[src/rtl/lal_count_cmp_unit.sv]
// Loadable up/down counter (wrap or saturate) with a ge threshold flag, plus a gated field
// comparator whose registered mismatch drives a saturating error counter; single clock, sync reset.
module lal_count_cmp_unit #(
  parameter int CNT_W    = 9,
  parameter int CMP_W    = 4,
  parameter bit SAT_MODE = 1'b0,
  parameter int ERR_W    = 4
) (
  input  logic             clk_i,
  input  logic             rst_i,
  input  logic             clr_i,
  input  logic             hold_i,
  input  logic             load_i,
  input  logic [CNT_W-1:0] load_val_i,
  input  logic             en_i,
  input  logic             dir_i,
  input  logic             cmp_dis_i,
  input  logic [CMP_W-1:0] fa_i,
  input  logic [CMP_W-1:0] fb_i,
  input  logic [CNT_W-1:0] thresh_i,
  output logic [CNT_W-1:0] cnt_o,
  output logic             tc_o,
  output logic             ge_o,
  output logic             wrap_p_o,
  output logic             mis_o,
  output logic [ERR_W-1:0] err_cnt_o
);

  localparam logic [CNT_W-1:0] CNT_MAX = {CNT_W{1'b1}};
  localparam logic [CNT_W-1:0] CNT_ONE = {{(CNT_W-1){1'b0}}, 1'b1};
  localparam logic [ERR_W-1:0] ERR_MAX = {ERR_W{1'b1}};
  localparam logic [ERR_W-1:0] ERR_ONE = {{(ERR_W-1){1'b0}}, 1'b1};

  logic [CNT_W-1:0] cnt_q, cnt_d;
  logic             wrap_q, wrap_d;
  logic             sat_seen_q, sat_seen_d;
  logic             ge_q, ge_d;
  logic             mis_q, mis_d;
  logic [ERR_W-1:0] err_q, err_d;
  logic             at_limit;

  // The limit being approached depends on the direction sampled on this same edge.
  assign at_limit = dir_i ? (cnt_q == CNT_MAX) : (cnt_q == '0);

  always_comb begin
    cnt_d      = cnt_q;
    wrap_d     = 1'b0;
    sat_seen_d = sat_seen_q;
    if (clr_i) begin
      cnt_d      = '0;
      sat_seen_d = 1'b0;
    end else if (hold_i) begin
      cnt_d = cnt_q;
    end else if (load_i) begin
      cnt_d      = load_val_i;
      sat_seen_d = 1'b0;
    end else if (en_i && at_limit) begin
      if (SAT_MODE) begin
        // Pulse only on the first blocked cycle of a saturation run.
        wrap_d     = ~sat_seen_q;
        sat_seen_d = 1'b1;
      end else begin
        cnt_d      = dir_i ? '0 : CNT_MAX;
        wrap_d     = 1'b1;
        sat_seen_d = 1'b0;
      end
    end else if (en_i) begin
      cnt_d      = dir_i ? (cnt_q + CNT_ONE) : (cnt_q - CNT_ONE);
      sat_seen_d = 1'b0;
    end
  end

  always_comb begin
    ge_d  = (cnt_d >= thresh_i);
    mis_d = ~cmp_dis_i && (fa_i != fb_i);
    err_d = err_q;
    if (mis_q && (err_q != ERR_MAX)) begin
      err_d = err_q + ERR_ONE;
    end
  end

  always_ff @(posedge clk_i) begin
    if (rst_i) begin
      cnt_q      <= '0;
      wrap_q     <= 1'b0;
      sat_seen_q <= 1'b0;
      ge_q       <= 1'b0;
      mis_q      <= 1'b0;
      err_q      <= '0;
    end else begin
      cnt_q      <= cnt_d;
      wrap_q     <= wrap_d;
      sat_seen_q <= sat_seen_d;
      ge_q       <= ge_d;
      mis_q      <= mis_d;
      err_q      <= err_d;
    end
  end

  assign cnt_o     = cnt_q;
  assign tc_o      = dir_i ? (cnt_q == CNT_MAX) : (cnt_q == '0);
  assign ge_o      = ge_q;
  assign wrap_p_o  = wrap_q;
  assign mis_o     = mis_q;
  assign err_cnt_o = err_q;

endmodule

[config.mk]
export PLATFORM = sky130hd
export DESIGN_NAME = lal_count_cmp_unit
export DESIGN_NICKNAME = d
export VERILOG_FILES = /design/src/rtl/lal_count_cmp_unit.sv
export SDC_FILE = /design/constraint.sdc
export NUM_CORES = 1
export LEC_CHECK = 0
export BUFFER_PORTS_ARGS = -buffer_cell sky130_fd_sc_hd__buf_2
export CORE_MARGIN = 4
export CORE_UTILIZATION = 30
export DETAILED_ROUTE_END_ITERATION = 10
export SLEW_MARGIN = 20
export SYNTH_ARGS = -nofsm -noshare
export SYNTH_HDL_FRONTEND = slang
export SYNTH_SLANG_ARGS = --single-unit
[constraint.sdc]
create_clock -name clk_i -period 7.2 [get_ports clk_i]
set_input_delay 1.8 -clock clk_i [delete_from_list [all_inputs] [get_ports clk_i]]
set_output_delay 1.8 -clock clk_i [all_outputs]
set_load 0.005 [all_outputs]
==> metrics.md <==
| Metric | Value |
|---|---|
| DRC | 0 |
| Top routing layer used | met4 |
| Synthesis Warnings | 0 |
| Number of register bits inferred by synthesis | 16 |
| Routed wl met2 | between 1500 and 2000 µm |
| Adder-cell share of the synthesized area | 15.7% |
| Hold Vio Cnt, Final | 0 |
| Fraction of layout cells with a size suffix above 1 | between 20 and 30% |
| Post-detailed-route count of antenna-violating nets | 0 |
| Run status | finished clean |
| Post-synthesis net count | between 200 and 250 |
| Worst path buffer plus inverter count | 2 |
| Gp weighted congestion | around 0.86 |
| Via count of the first global-routing pass | 1453 |
| Class of the tightest hold or removal check | flop to flop |
| Ordered cell list for the critical path | buf_2, nand2_1, or4_1, nand2_1, buf_2 |
| Post-route design area | 0.00184 mm² |
| Post-Synth Simple-Gate Area | 28.1% |
| RSZ-0062 raised after global routing | no |
| Floorplan die height | 78.3 µm |
| CTS Buffer Depth | 2 |
| Maximum level of the CTS H-tree | 1 |
| Biggest fanout along the worst timing path | 7 |
| Transition time of the tightest slew-check pin | between 500 and 600 ps |
| Filler cell count | 521 |
| Maximum number of pins on one net before global-route repair | 12 |
| Final-report max-slew violation count | 0 |
| Complex-gate fraction of the synthesized area | 24.2% |
| Arrival @ worst endpoint | 2930 ps |
| Average instance area after synthesis | 7.72 µm² |
| Slowest cell on crit path | sky130_fd_sc_hd__or4_1 |
| CTS Hold Bufs | 0 |
| DR pass1 iterations | 4 |
| CTS sink cnt | 16 |
| Post-layout nets | 294 |
| Portion of the clock cycle consumed by the worst path in the final layout | 65.7% |
| Met1 Wirelength | between 1500 and 2000 µm |
| Core area | approximately 0.0048 mm² |
| Async S/R FF share, synth | 0% |
| Cell at the root of the clock tree | sky130_fd_sc_hd__clkbuf_8 |
| Clock network latency to the later pin of the worst-skew pair | 240 ps |
| Number of DRC violations after detailed-routing iteration 0 | 82 |
| Fmax achieved | 211 MHz |
| Tightest slew margin relative to the limit | between 60% and 70% |
| Count of different cell masters after synthesis | 44 |
| Sequential cell area fraction in the yosys report | ~22% |
| Count of flip-flops with a built-in enable after synthesis | 0 |
| Post-place instance area | approximately 0.0018 mm² |
| DIE WIDTH | 78.3 µm |
| Syn Std Cell Area | between 0.001 and 0.0015 mm² |
| Boundary Pins | 51 |
| Setup crit end kind | output pin |
| Post-CTS setup-driven buffer insertion count | 0 |
| Final setup TNS | 0 ps |
| FP Rows | 25 |
| Clk slew on worst S/H paths | 60 ps |
| Wire length of the first global-routing pass | between 6000 and 7000 µm |
| Combinational family with the most area after synthesis | simple AND/OR/NAND/NOR gates |
| Antenna violations before repair | 0 |
| Aggregate global routing overflow | 0 |
| Via density per instance | ~5 |
| Final Critical Period | 4730 ps |
| PwrDens | 135 mW/mm² |
| Routed length per placed instance | 13.2 µm |
| Global router's overall resource usage | roughly an eighth |
| Number of maximum-capacitance violations | 0 |
| Total number of vias | 1531 |
| Leakage power summed over all cells | 0.894 nW |
| Multiplexer share of the synthesized area | less than 1% |
| Worst vdd ir | 71.2 µV |
| Overall die area | 0.00613 mm² |
| Wire length on met3 | 149 µm |
| Starting density of the core | 31.2% |
| Detailed placement HPWL | 3410 µm |
| Number of gates resized after cts | 0 |
| Post-Synthesis Cells | about 190 |
| Cell Count Post-Placement | approximately 300 |
| Synth-to-layout area growth | 23.9% |
| Crit path launch type | input port |
| TritonCTS clock tree | built |
| Post-Synth XOR/XNOR Area | 4.73% |
| Worst stage delay on the critical path | 590 ps |
| Clock buffer count from CTS | 3 |
| Final setup violation count | 0 |
| Diodes inserted | 0 |
| WP data required | between 5000 and 6000 ps |
| Category of the critical setup timing path | input port to output pin |
| PortBufs | 50 |
| Top_reg_cell synth | sky130_fd_sc_hd__dfxtp_1 |
| Cell family with the largest share of critical-path delay | simple AND/OR/NAND/NOR gates |
| Cell Count, Final, Fillers Out | 307 |
| Setup clock skew after layout | between 1 and 1.5 ps |
| Routed WL | a little over 4000 µm |
[worst register-to-register path: cells and delay by family (launching register included)]
| family | cells | cell delay [ps] |
|---|---|---|
| compound gates | 5 | 1310 |
| fa+ha+maj | 2 | 650 |
| buf+inv | 1 | 110 |
| flops | 1 | 500 |
| simple gates | 4 | 470 |
[where the power goes]
group	internal (mW)	total (mW)	switching [mW]
sequential	0.0927	0.0987	0.00597
combinational	0.0391	0.0836	0.0445
clock	0.0370	0.0647	0.0277
total	0.169	0.247	0.0782
[placed cells by master (no fill, tap or decap), types with 2 or more instances in the layout]
master / Yosys / routed
sky130_fd_sc_hd__buf_2: 2 / 50
sky130_fd_sc_hd__nor2_1: 25 / 25
sky130_fd_sc_hd__a21oi_1: 18 / 18
sky130_fd_sc_hd__ha_1: 17 / 17
sky130_fd_sc_hd__dfxtp_1: 16 / 16
sky130_fd_sc_hd__inv_1: 14 / 14
sky130_fd_sc_hd__nor2b_1: 8 / 8
sky130_fd_sc_hd__nand2_1: 8 / 8
sky130_fd_sc_hd__xor2_1: 7 / 7
sky130_fd_sc_hd__o21ai_0: 7 / 7
sky130_fd_sc_hd__nand2b_1: 7 / 7
sky130_fd_sc_hd__nor3_1: 7 / 7
sky130_fd_sc_hd__nand3_1: 6 / 6
sky130_fd_sc_hd__o22ai_1: 5 / 5
sky130_fd_sc_hd__nor4_1: 4 / 4
sky130_fd_sc_hd__a211oi_1: 4 / 4
sky130_fd_sc_hd__o21a_1: 3 / 3
sky130_fd_sc_hd__clkbuf_8: 0 / 3
sky130_fd_sc_hd__a222oi_1: 2 / 2
sky130_fd_sc_hd__or2_2: 2 / 2
sky130_fd_sc_hd__a211o_1: 2 / 2
sky130_fd_sc_hd__o21bai_1: 2 / 2
sky130_fd_sc_hd__o31a_1: 2 / 2
[layer usage]
metal  track usage, %  vias to the layer above
met5                0                        -
met4             5.94                        0
met3            0.803                        4
met2             22.9                       42
met1             17.1                      688
li1                 -                      797
[cells by family after synthesis]
| kind of cell | count (synthesis) |
|---|---|
| simple gates | 77 |
| flops | 16 |
| buf+inv | 19 |
| fa+ha+maj | 18 |
| compound gates | 53 |
| xor+xnor | 8 |
| mux | 1 |
[registers in the layout, summed over array words and instances, names as in the netlist]
signal,flops
mis_o,1
err_cnt_o,4
wrap_p_o,1
ge_o,1
cnt_o,9
[synthesized netlist by cell type (2+ instances only)]
cell	instances	share of area, %
sky130_fd_sc_hd__nand2_1	8	2.0
sky130_fd_sc_hd__o21a_1	3	1.5
sky130_fd_sc_hd__buf_2	2	0.68
sky130_fd_sc_hd__o22ai_1	5	2.1
sky130_fd_sc_hd__o31a_1	2	1.2
sky130_fd_sc_hd__a21oi_1	18	6.1
sky130_fd_sc_hd__nor2_1	25	6.3
sky130_fd_sc_hd__o21ai_0	7	2.4
sky130_fd_sc_hd__a211oi_1	4	2.0
sky130_fd_sc_hd__o21bai_1	2	1.0
sky130_fd_sc_hd__clkbuf_1	3	0.76
sky130_fd_sc_hd__nor4_1	4	1.7
sky130_fd_sc_hd__inv_1	14	3.5
sky130_fd_sc_hd__a222oi_1	2	1.4
sky130_fd_sc_hd__ha_1	17	14
sky130_fd_sc_hd__a211o_1	2	1.2
sky130_fd_sc_hd__nor3_1	7	2.4
sky130_fd_sc_hd__xor2_1	7	4.1
sky130_fd_sc_hd__nor2b_1	8	3.4
sky130_fd_sc_hd__dfxtp_1	16	22
sky130_fd_sc_hd__nand2b_1	7	3.0
sky130_fd_sc_hd__or2_2	2	0.84
sky130_fd_sc_hd__nand3_1	6	2.0
[metrics by stage]
stage | hold slack (ps) | util [%] | power (mW) | setup slack [ps]
2_1_floorplan | 481 | - | 0.156 | 2870
3_3_place_gp | 487 | 37.7 | 0.184 | 2510
3_5_place_dp | 484 | 37.7 | 0.184 | 2480
4_1_cts | 492 | 38.6 | 0.250 | 2480
5_1_grt | 537 | 38.6 | 0.266 | 2420
6_report | 492 | 38.6 | 0.247 | 2470
[final cells by class]
type	count	area (µm²)	share of cell area, %
clock buffers	3	41.3	2.25
inverters	14	52.6	2.86
multi-input cells	157	1090	59.2
flip-flops and latches	16	320	17.5
well taps	67	83.8	4.57
repair buffers	50	250	13.6
[worst paths after layout]
kind                      from           end  slack (ps)  cells past startpoint
setup / recovery         dir_i          tc_o        2470                      5
hold / removal    err_cnt_o[1]  err_cnt_o[1]         490                      2
setup reg to reg      cnt_o[0]          ge_o        4040                     12
hold reg to reg   err_cnt_o[1]  err_cnt_o[1]         490                      2
(Power assumes the default switching activity.)
